===== src/rtl/dsp_chain_pkg.sv =====
// Shared types and constants for the fp16 sop2 chain scheduler.
package dsp_chain_pkg;

  localparam int unsigned OPND_W      = 256;
  localparam logic [31:0] FP32_ZERO   = 32'h0000_0000;
  localparam int unsigned LATENCY_DEF = 4;
  localparam int unsigned LAT_CNT_W   = 4;

  typedef enum logic [2:0] {
    StIdle,
    StFetch,
    StIssue,
    StWait,
    StDone
  } sched_state_e;

endpackage


===== src/rtl/dsp_chain_dot_sched_if.sv =====
// Job, operand, chain and result signals of the dot-product scheduler.
interface dsp_chain_dot_sched_if #(
  parameter int unsigned LEN_W = 8
);
  import dsp_chain_pkg::*;

  logic              job_valid;
  logic              job_ready;
  logic [LEN_W-1:0]  job_len;
  logic              opnd_valid;
  logic              opnd_ready;
  logic [OPND_W-1:0] opnd_data;
  logic [OPND_W-1:0] chain_opnd;
  logic              chain_issue;
  logic              chain_acc;
  logic [31:0]       chain_fp32_in;
  logic [31:0]       chain_result;
  logic              res_valid;
  logic              res_ready;
  logic [31:0]       res_data;

  modport slave (
    input  job_valid, job_len, opnd_valid, opnd_data, chain_result, res_ready,
    output job_ready, opnd_ready, chain_opnd, chain_issue, chain_acc, chain_fp32_in,
           res_valid, res_data
  );

  modport master (
    output job_valid, job_len, opnd_valid, opnd_data, chain_result, res_ready,
    input  job_ready, opnd_ready, chain_opnd, chain_issue, chain_acc, chain_fp32_in,
           res_valid, res_data
  );

endinterface


===== src/rtl/sched_lat_timer.sv =====
// Down-counter covering the chain latency; last_o marks the cycle the result is valid.
module sched_lat_timer #(
  parameter int unsigned Latency = 4,
  parameter int unsigned CntW    = 4
) (
  input  logic clk_i,
  input  logic rst_ni,
  input  logic load_i,
  input  logic dec_i,
  output logic last_o
);

  logic [CntW-1:0] cnt_q, cnt_d;

  always_comb begin
    cnt_d = cnt_q;
    if (load_i) begin
      cnt_d = CntW'(Latency);
    end else if (dec_i && (cnt_q != '0)) begin
      cnt_d = cnt_q - 1'b1;
    end
  end

  always_ff @(posedge clk_i or negedge rst_ni) begin
    if (!rst_ni) begin
      cnt_q <= '0;
    end else begin
      cnt_q <= cnt_d;
    end
  end

  assign last_o = (cnt_q == CntW'(1));

endmodule


===== src/rtl/dsp_chain_dot_sched.sv =====
// Feeds operand beats to an external 4-stage fp16 sop2 chain and collects the
// accumulated fp32 result; the chain itself does all arithmetic.
module dsp_chain_dot_sched
  import dsp_chain_pkg::*;
#(
  parameter int unsigned LATENCY = LATENCY_DEF,
  parameter int unsigned LEN_W   = 8
) (
  input  logic                  clk,
  input  logic                  reset,
  dsp_chain_dot_sched_if.slave  bus,
  output logic                  busy
);

  sched_state_e      state_q, state_d;
  logic [LEN_W-1:0]  beats_q, beats_d;
  logic [31:0]       acc_q, acc_d;
  logic [OPND_W-1:0] chain_opnd_q, chain_opnd_d;
  logic              first_q, first_d;
  logic              chain_issue_q, chain_issue_d;
  logic              chain_acc_q, chain_acc_d;
  logic              job_ready_q, job_ready_d;
  logic              opnd_ready_q, opnd_ready_d;
  logic              res_valid_q, res_valid_d;
  logic              busy_q, busy_d;
  logic              tmr_load, tmr_dec, tmr_last;

  sched_lat_timer #(
    .Latency (LATENCY),
    .CntW    (LAT_CNT_W)
  ) u_lat_timer (
    .clk_i  (clk),
    .rst_ni (reset),
    .load_i (tmr_load),
    .dec_i  (tmr_dec),
    .last_o (tmr_last)
  );

  always_comb begin
    state_d      = state_q;
    beats_d      = beats_q;
    acc_d        = acc_q;
    chain_opnd_d = chain_opnd_q;
    first_d      = first_q;
    tmr_load     = 1'b0;
    tmr_dec      = 1'b0;
    unique case (state_q)
      StIdle: begin
        if (bus.job_valid) begin
          beats_d = bus.job_len;
          acc_d   = FP32_ZERO;
          first_d = 1'b1;
          state_d = (bus.job_len == '0) ? StDone : StFetch;
        end
      end
      StFetch: begin
        if (bus.opnd_valid) begin
          chain_opnd_d = bus.opnd_data;
          state_d      = StIssue;
        end
      end
      StIssue: begin
        tmr_load = 1'b1;
        state_d  = StWait;
      end
      StWait: begin
        tmr_dec = 1'b1;
        if (tmr_last) begin
          acc_d   = bus.chain_result;
          beats_d = beats_q - 1'b1;
          first_d = 1'b0;
          state_d = (beats_q == LEN_W'(1)) ? StDone : StFetch;
        end
      end
      StDone: begin
        if (bus.res_ready) begin
          state_d = StIdle;
        end
      end
      default: state_d = StIdle;
    endcase

    // Outputs are registered from the next state so they line up with it.
    chain_issue_d = (state_d == StIssue);
    chain_acc_d   = (state_d == StIssue) && !first_d;
    job_ready_d   = (state_d == StIdle);
    opnd_ready_d  = (state_d == StFetch);
    res_valid_d   = (state_d == StDone);
    busy_d        = (state_d != StIdle);
  end

  always_ff @(posedge clk or negedge reset) begin
    if (!reset) begin
      state_q       <= StIdle;
      beats_q       <= '0;
      acc_q         <= FP32_ZERO;
      chain_opnd_q  <= '0;
      first_q       <= 1'b1;
      chain_issue_q <= 1'b0;
      chain_acc_q   <= 1'b0;
      job_ready_q   <= 1'b1;
      opnd_ready_q  <= 1'b0;
      res_valid_q   <= 1'b0;
      busy_q        <= 1'b0;
    end else begin
      state_q       <= state_d;
      beats_q       <= beats_d;
      acc_q         <= acc_d;
      chain_opnd_q  <= chain_opnd_d;
      first_q       <= first_d;
      chain_issue_q <= chain_issue_d;
      chain_acc_q   <= chain_acc_d;
      job_ready_q   <= job_ready_d;
      opnd_ready_q  <= opnd_ready_d;
      res_valid_q   <= res_valid_d;
      busy_q        <= busy_d;
    end
  end

  assign bus.job_ready     = job_ready_q;
  assign bus.opnd_ready    = opnd_ready_q;
  assign bus.chain_opnd    = chain_opnd_q;
  assign bus.chain_issue   = chain_issue_q;
  assign bus.chain_acc     = chain_acc_q;
  assign bus.chain_fp32_in = acc_q;
  assign bus.res_valid     = res_valid_q;
  assign bus.res_data      = acc_q;
  assign busy              = busy_q;

endmodule


===== src/flat_wrapper.sv =====
// flat-port wrapper written by rule: the top's interface ports become plain ports
module dsp_chain_dot_sched_flat import dsp_chain_pkg::*;
#(
  parameter int unsigned LATENCY = LATENCY_DEF,
  parameter int unsigned LEN_W   = 8
)
  (clk, reset, busy, bus_job_valid, bus_job_len, bus_opnd_valid, bus_opnd_data, bus_chain_result, bus_res_ready, bus_job_ready, bus_opnd_ready, bus_chain_opnd, bus_chain_issue, bus_chain_acc, bus_chain_fp32_in, bus_res_valid, bus_res_data);
  dsp_chain_dot_sched_if #(.LEN_W(LEN_W)) bus_i ();
  input  logic clk;
  input  logic reset;
  output logic busy;
  input wire logic [$bits(bus_i.job_valid)-1:0] bus_job_valid;
  input wire logic [$bits(bus_i.job_len)-1:0] bus_job_len;
  input wire logic [$bits(bus_i.opnd_valid)-1:0] bus_opnd_valid;
  input wire logic [$bits(bus_i.opnd_data)-1:0] bus_opnd_data;
  input wire logic [$bits(bus_i.chain_result)-1:0] bus_chain_result;
  input wire logic [$bits(bus_i.res_ready)-1:0] bus_res_ready;
  output wire logic [$bits(bus_i.job_ready)-1:0] bus_job_ready;
  output wire logic [$bits(bus_i.opnd_ready)-1:0] bus_opnd_ready;
  output wire logic [$bits(bus_i.chain_opnd)-1:0] bus_chain_opnd;
  output wire logic [$bits(bus_i.chain_issue)-1:0] bus_chain_issue;
  output wire logic [$bits(bus_i.chain_acc)-1:0] bus_chain_acc;
  output wire logic [$bits(bus_i.chain_fp32_in)-1:0] bus_chain_fp32_in;
  output wire logic [$bits(bus_i.res_valid)-1:0] bus_res_valid;
  output wire logic [$bits(bus_i.res_data)-1:0] bus_res_data;
  assign bus_i.job_valid = bus_job_valid;
  assign bus_i.job_len = bus_job_len;
  assign bus_i.opnd_valid = bus_opnd_valid;
  assign bus_i.opnd_data = bus_opnd_data;
  assign bus_i.chain_result = bus_chain_result;
  assign bus_i.res_ready = bus_res_ready;
  assign bus_job_ready = bus_i.job_ready;
  assign bus_opnd_ready = bus_i.opnd_ready;
  assign bus_chain_opnd = bus_i.chain_opnd;
  assign bus_chain_issue = bus_i.chain_issue;
  assign bus_chain_acc = bus_i.chain_acc;
  assign bus_chain_fp32_in = bus_i.chain_fp32_in;
  assign bus_res_valid = bus_i.res_valid;
  assign bus_res_data = bus_i.res_data;
  dsp_chain_dot_sched #(.LATENCY(LATENCY), .LEN_W(LEN_W)) u_core (.clk(clk), .reset(reset), .bus(bus_i), .busy(busy));
endmodule

===== config.mk =====
export PLATFORM = sky130hd
export DESIGN_NAME = dsp_chain_dot_sched_flat
export DESIGN_NICKNAME = d
export VERILOG_FILES = /design/src/rtl/dsp_chain_pkg.sv /design/src/rtl/dsp_chain_dot_sched_if.sv /design/src/rtl/sched_lat_timer.sv /design/src/rtl/dsp_chain_dot_sched.sv /design/src/flat_wrapper.sv
export SDC_FILE = /design/constraint.sdc
export NUM_CORES = 1
export LEC_CHECK = 0
export ABC_AREA = 1
export BUFFER_PORTS_ARGS = -buffer_cell sky130_fd_sc_hd__buf_2
export CORE_AREA = 4 4 242 244
export CTS_BUF_LIST = sky130_fd_sc_hd__clkbuf_16
export CTS_CLUSTER_DIAMETER = 30
export DETAILED_ROUTE_END_ITERATION = 8
export DIE_AREA = 0 0 246 248
export PLACE_DENSITY = 0.41
export SYNTH_ARGS = -nofsm -noshare
export SYNTH_HDL_FRONTEND = slang
export SYNTH_SLANG_ARGS = --single-unit

===== constraint.sdc =====
create_clock -name clk -period 1.8 [get_ports clk]
set_clock_uncertainty 0.05 [all_clocks]
set_input_delay 0.09 -clock clk [delete_from_list [all_inputs] [get_ports clk]]
set_output_delay 0.09 -clock clk [all_outputs]
set_load 0.02 [all_outputs]

After elaboration in Yosys (flattened, before gate mapping)
Cells that the tools add are included. Widths: inputs -> output; s select.

Equality and inequality tests: 11. Muxes and demuxes: 20. Add/sub/neg operators: 2. Reduce and logical (&&, ||, !) cells: 12.

Operators by type and width (number): $mux 32 (2); $pmux 32 s2 (1); $mux 3 (6); $mux 8 (2); $pmux 8 s2 (1); $pmux 3 s5 (1); $eq 3x2->1 const B (3); $eq 8x1->1 const B (1); $logic_not 8->1 (1); $mux 4 (2); $sub 8x1->8 const B (1); $eq 3x1->1 const B (2); $eq 3x3->1 const B (2); $logic_not 3->1 (2); $eq 4x1->1 const B (1); $mux 1 (4); $reduce_bool 2->1 (2); $reduce_bool 4->1 (1); $sub 4x1->4 const B (1); $reduce_and 3->1 (1); $reduce_bool 3->1 (1); $logic_and 1x1->1 (2); $ne 2x1->1 const B (1); $ne 2x2->1 const B (1); 3 further kinds (3).

Register bits after elaboration: 310. Output and inout port bits: 326. Bits of input ports: 301. Word-level logic and storage cells: 57.

Longest topological paths before layout
Gate-level depths: netlist (run 1).

Depth in word-level cells: 6. Mapped depth: 9. Mapped depth without buffers: 9.

Hierarchy
A second synthesis (run 1) with hierarchy kept.

Cells, all modules: 1436. Area, all modules: 12469.5 sq um.

Modules (own cells, without submodules): dsp_chain_dot_sched (cells an instance 1403, area an instance 12218.0 sq um, instances 1, sequential area each 7659.8 sq um); sched_lat_timer (cells an instance 33, area an instance 251.5 sq um, instances 1, sequential area each 100.1 sq um).

Worst setup path after synthesis (run 1)
No wires, ideal clock.

Path type: reg-to-reg. Start point: reg u_core.u_lat_timer.cnt_q[1]. End point: reg u_core.acc_q[24], in the netlist u_core.bus.chain_fp32_in[24]. Path buffers: 2. Stages on the path, launching flop included: 10. Library setup time: 0.130 ns. Clock period less this slack: 1.453 ns. Arrival time: 1.273 ns. Path slack: 0.347 ns. Data required time: 1.620 ns. Path through: dfrtp_1 -> inv_1 -> ha_1 -> nand2_1 -> nor2_4 -> nor2_4 -> buf_2 -> buf_6 -> nand2_1 -> o21ai_1.

Longest elaborated chain between the ends: 3.

Ends and longest elaborated chain: start: declaration (line sched_lat_timer.sv:13) `logic [CntW-1:0] cnt_q, cnt_d;`; start signal: assignment (line sched_lat_timer.sv:28) `cnt_q <= cnt_d;`; $eq 4x1->1 (line sched_lat_timer.sv:32) `assign last_o = (cnt_q == CntW'(1));`; $ne 2x1->1 (no line); $reduce_and 3->1 (no line); end signal: assignment (line dsp_chain_dot_sched.sv:96) `acc_q <= FP32_ZERO;`; end signal: assignment (line dsp_chain_dot_sched.sv:108) `acc_q <= acc_d;`; end: declaration (line dsp_chain_dot_sched.sv:17) `logic [31:0] acc_q, acc_d;`.

Every way passes these cells. A chain may end at the register's enable or synchronous reset.

Worst setup path in the final report (run 1)
Start point: reg u_core.state_q[0]. End point: reg u_core.chain_opnd_q[27], in the netlist u_core.bus.chain_opnd[27].

Longest elaborated chain between the ends: 2.

Ends and longest elaborated chain: start: declaration (line dsp_chain_dot_sched.sv:15) `sched_state_e state_q, state_d;`; start signal: assignment (line dsp_chain_dot_sched.sv:94) `state_q <= StIdle;`; start signal: assignment (line dsp_chain_dot_sched.sv:106) `state_q <= state_d;`; $eq 3x1->1 (line dsp_chain_dot_sched.sv:47) `unique case (state_q)`; $reduce_and 2->1 (no line); end signal: assignment (line dsp_chain_dot_sched.sv:109) `chain_opnd_q <= chain_opnd_d;`; end: declaration (line dsp_chain_dot_sched.sv:18) `logic [OPND_W-1:0] chain_opnd_q, chain_opnd_d;`.

Every way passes these cells.

==> impl_metrics.py, run 1 <==
metrics = {
    "run": {
        "cap_viol_max_count": 0,
    },
    "setup_path": {
        "cp.required_ns": 2.26,
        "r2r-start": "u_core.state_q[0]",
        "cp_common_cell": "nand2_1",
        "critPathMaxFanout": 10,
        "regToRegEndpoint": "u_core.bus.chain_opnd[27]",
        "worstSetupStartpointType": "flop",
        "worst_setup_path_end_kind": "flop",
        "worstPathCellList": "inv_2 > nor2_2 > nand3_4 > clkinv_8 > nand2_1 > dlygate4sd3_1 > nand2_1",
        "slowest_delay_ns": 0.55,
        "r2r_setup_slack_ns": 0.11,
        "worst_path_max_delay_cell": "dlygate4sd3_1",
        "cp_top_family": "buffers and inverters",
        "critical_path_class": "reg2reg",
        "reg2regPathDepth": 7,
        "cp.arrival_ns": 2.15,
        "cp_num_buf_inv": 3,
    },
    "cts": {
        "cts_root_buf": "clkbuf_16",
        "clk_pin_slew_worst_paths_ns": 0.04,
        "cts_tree": "done",
        "cts_sinks": 310,
        "clock_latency_ns": 0.60,
        "htreeDepth": 3,
        "clock_path_buffers": 3,
        "cts_buffers": 92,
    },
    "grt": {
        "grt_pass1_vias": 13733,
        "grt_max_degree": 63,
        "grt_pass1_wl_um": 77600,
        "antenna_found_initial": 4,
        "grt-ovfl-total": 0,
        "grt_usage_pct": 16.2,
    },
    "die": {
        "initial_core_util_pct": 21.9,
        "rows": 87,
        "io-pin-count": 627,
        "die_area_um2": 61000,
        "dieHeight_um": 248,
        "core_um2": 56300,
        "die_x_um": 246,
    },
    "cells_and_area": {
        "stdcell_count": 3223,
        "final_cell_mix": "nand2_1, buf_2, dlygate4sd3_1, dfrtp_1, clkbuf_16",
        "area_growth_syn_to_layout_pct": 83.9,
        "layout_commonest_cell": "nand2_1",
        "final_nets": 2701,
        "drive_gt1_share_pct": 33.0,
    },
    "power": {
        "p_per_area_nw_per_um2": 1940,
        "p_leak_nw": 12.4,
        "peakVddDrop_v": 0.000993,
    },
    "detailed_routing": {
        "routed_wirelength_um": 51700,
        "wl_per_cell_um": 16.1,
        "vias_per_cell": 4.02,
        "dr.pass1.iters": 5,
        "remaining_drc_errors": 0,
        "ant_nets": 0,
        "vias": 12950,
        "initialDrtViolationCount": 395,
    },
    "synth": {
        "synth_nets": 1733,
        "yosys_warnings": 0,
        "synth_area_um2": 12300,
        "syn_area_per_cell_um2": 8.64,
        "ys_seq_area_share_pct": 62.9,
        "ys_types": 26,
        "syn_inst": 1428,
        "ys_ff_latch": 310,
    },
    "timing": {
        "final_hold_viol_count": 0,
        "finalCriticalPeriod_ns": 1.69,
        "slew_viol_final": 0,
        "finalSetupTns_ns": 0,
        "rsz0062_at_grt": "false",
        "max_slew.worst_pin.slew_ns": 0.454,
        "finalSetupViolCount": 0,
        "maxSlewHeadroom_pct": 69.8,
        "timing.fmax_mhz": 591,
        "period_share_pct": 94.0,
    },
    "min_path": {
        "min_from": "bus_opnd_data[44]",
        "hold_class": "in2reg",
        "whs_path_depth": 4,
        "min_to": "u_core.bus.chain_opnd[44]",
    },
    "placement": {
        "placed_cells": 2748,
        "place_congestion": 0.803,
        "portBuffers": 626,
        "dp_hpwl_um": 36700,
    },
    "run_status": {
        "status": "finished clean",
    },
}
[cell type report]
type,instances,area (µm²)
Clock inverter,69,754
Multi-Input combinational cell,995,3920
Tap cell,756,946
Sequential cell,310,7760
Antenna cell,3,7.51
Timing Repair Buffer,975,6870
Inverter,22,95.1
Clock buffer,93,2330
Fill cell,5661,33600
[flip-flops by register name (all words and copies together), names as in the netlist]
| register | count |
|---|---|
| u_core.beats_q | 8 |
| u_core.bus.chain_acc | 1 |
| u_core.bus.chain_fp32_in | 32 |
| u_core.bus.chain_issue | 1 |
| u_core.bus.chain_opnd | 256 |
| u_core.bus.job_ready | 1 |
| u_core.bus.opnd_ready | 1 |
| u_core.bus.res_valid | 1 |
| u_core.busy | 1 |
| u_core.first_q | 1 |
| u_core.state_q | 3 |
| u_core.u_lat_timer.cnt_q | 4 |
[Yosys cell counts]
master,number,area [µm²]
buf_4,45,338
or2_0,1,6.26
nand3b_1,2,15.0
dfstp_2,2,52.6
nor2_4,2,22.5
nor3_1,1,5.00
or2_2,1,6.26
nor2_2,2,12.5
nand4_1,1,6.26
dfrtp_1,308,7710
ha_1,4,50.1
inv_1,15,56.3
a21oi_1,3,15.0
nor2_1,36,135
clkbuf_1,24,90.1
o21ai_1,15,75.1
nand2_1,881,3310
nand3_2,2,20.0
buf_6,1,11.3
buf_1,6,22.5
nand3_1,11,55.1
o211ai_1,2,15.0
o21ai_0,30,150
o22ai_1,1,6.26
buf_2,25,125
inv_2,7,26.3
[worst max-delay path by stage]
stage	slack [ns]	startpoint	end	cells past startpoint
finish	0.11	u_core.state_q[0]	u_core.bus.chain_opnd[27]	7
global route	0.0001	u_core.state_q[0]	u_core.bus.chain_opnd[27]	7
CTS	0.02	u_core.state_q[0]	u_core.bus.chain_opnd[23]	7
detailed placement	0.14	u_core.state_q[2]	u_core.beats_q[5]	10
global placement	0.12	u_core.state_q[2]	u_core.beats_q[5]	10
floorplan	0.35	u_core.u_lat_timer.cnt_q[1]	u_core.bus.chain_fp32_in[24]	9
[worst register-to-register path: stages, from the launching register on]
cell	delay (ns)
dfrtp_1	0.38
inv_2	0.06
nor2_2	0.15
nand3_4	0.14
clkinv_8	0.12
nand2_1	0.07
dlygate4sd3_1	0.55
nand2_1	0.08
[cells by family after synthesis]
family	count (synthesis)	share of synthesized area [%]
simple gates	940	29.1
buf+inv	123	5.43
flops	310	62.9
fa+ha+maj	4	0.406
compound gates	51	2.12
[metrics by stage]
| stage | hold slack (ns) | setup WS, ns | util, % | area, µm² | power [mW] |
|---|---|---|---|---|---|
| final | 0.166 | 0.108 | 40.3 | 22700 | 43.9 |
| after detailed placement | -0.0126 | 0.135 | 29.3 | 16500 | 27.6 |
| after global placement | -0.00794 | 0.118 | 29.3 | 16500 | 27.6 |
| after CTS | 0.109 | 0.0194 | 40.2 | 22700 | 44.6 |
| after global routing | 0.137 | 0.0000993 | 40.3 | 22700 | 46.7 |
| after floorplan | -0.256 | 0.347 | - | 12300 | 21.3 |
[power by group]
group          internal [mW]  total (mW)  switching, mW
registers               10.2        12.1           1.88
logic                   5.35        15.9           10.6
clock network           11.3        15.9           4.61
[timing repair]
action,CTS,global route
resized for setup,0,1
endpoints found under the setup margin,0,7
endpoints found under the hold margin,614,0
hold buffers,308,0
buffers inserted,0,2
[metal layers]
| metal | track usage, % | vias to the layer above | wire [µm] |
|---|---|---|---|
| met5 | 0 | - | 13 |
| li1 | - | 6283 | - |
| met4 | 6.84 | 2 | 1690 |
| met3 | 5.51 | 111 | 4510 |
| met1 | 18.7 | 5995 | 20400 |
| met2 | 27.7 | 559 | 25200 |
(Power assumes the default switching activity.)
==> run 2: changes to the inputs <==
==> constraint.sdc (replaced) <==
create_clock -name clk -period 1.8 [get_ports clk]
set_clock_uncertainty 0.05 [all_clocks]
set_input_delay 0.27 -clock clk [delete_from_list [all_inputs] [get_ports clk]]
set_output_delay 0.27 -clock clk [all_outputs]
set_load 0.02 [all_outputs]
==> run 2 against run 1 <==
Clock power grew 11%. Largest power group is now the clock network. Combinational power barely moved. Die area unchanged. Sequential share of layout area decreased by 0.10 points. First-iteration DRC count increased by 16%. Global-route usage rose by 0.14 points. Fmax up 3.7%. Power up 3.5%. Critical path type unchanged. Hold slack lost 0.10 ns. Count of clock-buffer cells in the layout rose by 6. Critical path depth unchanged.
==> impl_metrics.py, run 2 (synthesis results as in run 1) <==
metrics = {
    "grt": {
        "antenna_found_initial": 3,
        "grt_max_degree": 70,
        "grt_pass1_wl_um": 78500,
        "top_usage_layer": "met2",
        "grt-ovfl-total": 0,
        "grt_usage_pct": 16.4,
        "met1_usage_pct": 18.3,
        "grt_pass1_vias": 13884,
        "gr-usage-met2_pct": 27.8,
        "use_met3_pct": 5.82,
    },
    "cells_and_area": {
        "post-route-cell-area_um2": 22700,
        "area_growth_syn_to_layout_pct": 84.5,
        "drive_gt1_share_pct": 33.5,
        "largest_register_ff_count": 256,
        "final_nets": 2691,
        "fin_util_pct": 40.4,
        "layout_commonest_cell": "nand2_1",
        "final_cell_mix": "nand2_1, buf_2, dfrtp_1",
        "nFillCells": 5577,
    },
    "setup_path": {
        "critical_path_class": "reg2reg",
        "r2r-start": "u_core.state_q[2]",
        "critPathMaxFanout": 29,
        "cp.required_ns": 2.28,
        "cp.arrival_ns": 2.12,
        "regToRegEndpoint": "u_core.bus.chain_opnd[165]",
        "worst_setup_path_end_kind": "flop",
        "cp-startpoint": "u_core.state_q[2]",
        "reg2regPathDepth": 7,
        "r2r_setup_slack_ns": 0.17,
        "worstSetupStartpointType": "flop",
    },
    "timing": {
        "max_slew.worst_pin.slew_ns": 0.572,
        "finalSetupTns_ns": 0,
        "period_share_pct": 90.6,
        "final_hold_viol_count": 0,
        "finalCriticalPeriod_ns": 1.63,
        "finalSetupViolCount": 0,
        "rsz0062_at_grt": "false",
        "maxSlewHeadroom_pct": 61.8,
        "timing.fmax_mhz": 613,
        "slew_viol_final": 0,
    },
    "cts": {
        "clock_latency_ns": 0.61,
        "cts_root_buf": "clkbuf_16",
        "htreeDepth": 3,
        "cts_tree": "done",
        "cts_buffers": 96,
        "cts_sinks": 310,
        "clk_pin_slew_worst_paths_ns": 0.04,
        "cts_setup_buffers": 0,
        "clock_path_buffers": 3,
    },
    "run_status": {
        "status": "finished clean",
    },
    "detailed_routing": {
        "wl_per_cell_um": 16.0,
        "routed_wirelength_um": 51700,
        "vias_per_cell": 3.98,
        "dr.pass1.iters": 4,
        "remaining_drc_errors": 0,
        "initialDrtViolationCount": 457,
        "ant_nets": 0,
        "vias": 12835,
    },
    "die": {
        "initial_core_util_pct": 21.9,
        "die_x_um": 246,
        "core_um2": 56300,
        "die_area_um2": 61000,
        "io-pin-count": 627,
        "dieHeight_um": 248,
        "rows": 87,
    },
    "run": {
        "cap_viol_max_count": 0,
    },
    "placement": {
        "place_congestion": 0.813,
        "dp_hpwl_um": 36700,
        "portBuffers": 626,
        "place_area_um2": 16300,
    },
    "min_path": {
        "min_from": "bus_opnd_valid",
        "min_to": "u_core.state_q[0]",
        "whs_path_depth": 4,
        "hold_class": "in2reg",
    },
    "power": {
        "p_per_area_nw_per_um2": 2000,
        "p_leak_nw": 12.5,
        "peakVddDrop_v": 0.00107,
    },
}
[run 2: where the power goes]
group	internal [mW]	leakage (nW)	switching, mW
registers	10.2	3.90	1.90
clock network	12.8	1.72	4.82
logic	5.19	6.87	10.6
[run 2: stage by stage]
stage	total power [mW]	cells	hold WS [ns]	setup WS (ns)
6_report	45.5	3224	0.0618	0.168
5_1_grt	48.2	3224	0.0663	0.0349
4_1_cts	46.1	3222	0.0215	0.119
3_5_place_dp	27.5	2745	0.172	0.131
3_3_place_gp	27.5	2745	0.177	0.188
2_1_floorplan	21.3	1428	-0.0756	0.347
[run 2: worst max-delay path by stage]
| stage | endpoint | slack, ns |
|---|---|---|
| 3_3_place_gp | u_core.bus.chain_opnd[209] | 0.19 |
| 6_report | u_core.bus.chain_opnd[165] | 0.17 |
| 3_5_place_dp | u_core.bus.chain_opnd[224] | 0.13 |
| 4_1_cts | u_core.bus.chain_opnd[54] | 0.12 |
| 5_1_grt | u_core.beats_q[5] | 0.03 |
| 2_1_floorplan | u_core.bus.chain_fp32_in[24] | 0.35 |
[run 2: timing repair]
item,4_1_cts,5_1_grt
endpoints found under the setup margin,0,1
hold buffers,299,0
hold endpoints to repair,549,0
resized for setup,0,1
[run 2: cell type report]
cell class                      instances  area (µm²)  share of cell area (%)
Clock inverter                         79         941                    4.14
Tap cell                              756         946                    4.16
Antenna cell                            2        5.00                  0.0220
Multi-Input combinational cell        995        3920                    17.2
Clock buffer                           99        2480                    10.9
Timing Repair Buffer                  961        6610                    29.1
Sequential cell                       310        7760                    34.1
Inverter                               22        90.1                   0.396
[run 2: worst max-delay path, cell delays in order, from the launching register on]
cell	delay (ns)
dfrtp_1	0.43
nor2_2	0.20
nand3_4	0.17
inv_8	0.14
buf_12	0.19
buf_12	0.20
nand2_1	0.08
nand2_1	0.07
[run 2: layer usage]
| layer | part of all wire [%] | routed length [µm] |
|---|---|---|
| met1 | 39 | 20300 |
| met2 | 48 | 24800 |
| met3 | 8.6 | 4460 |
| met4 | 4.0 | 2070 |
| met5 | 0 | 0 |
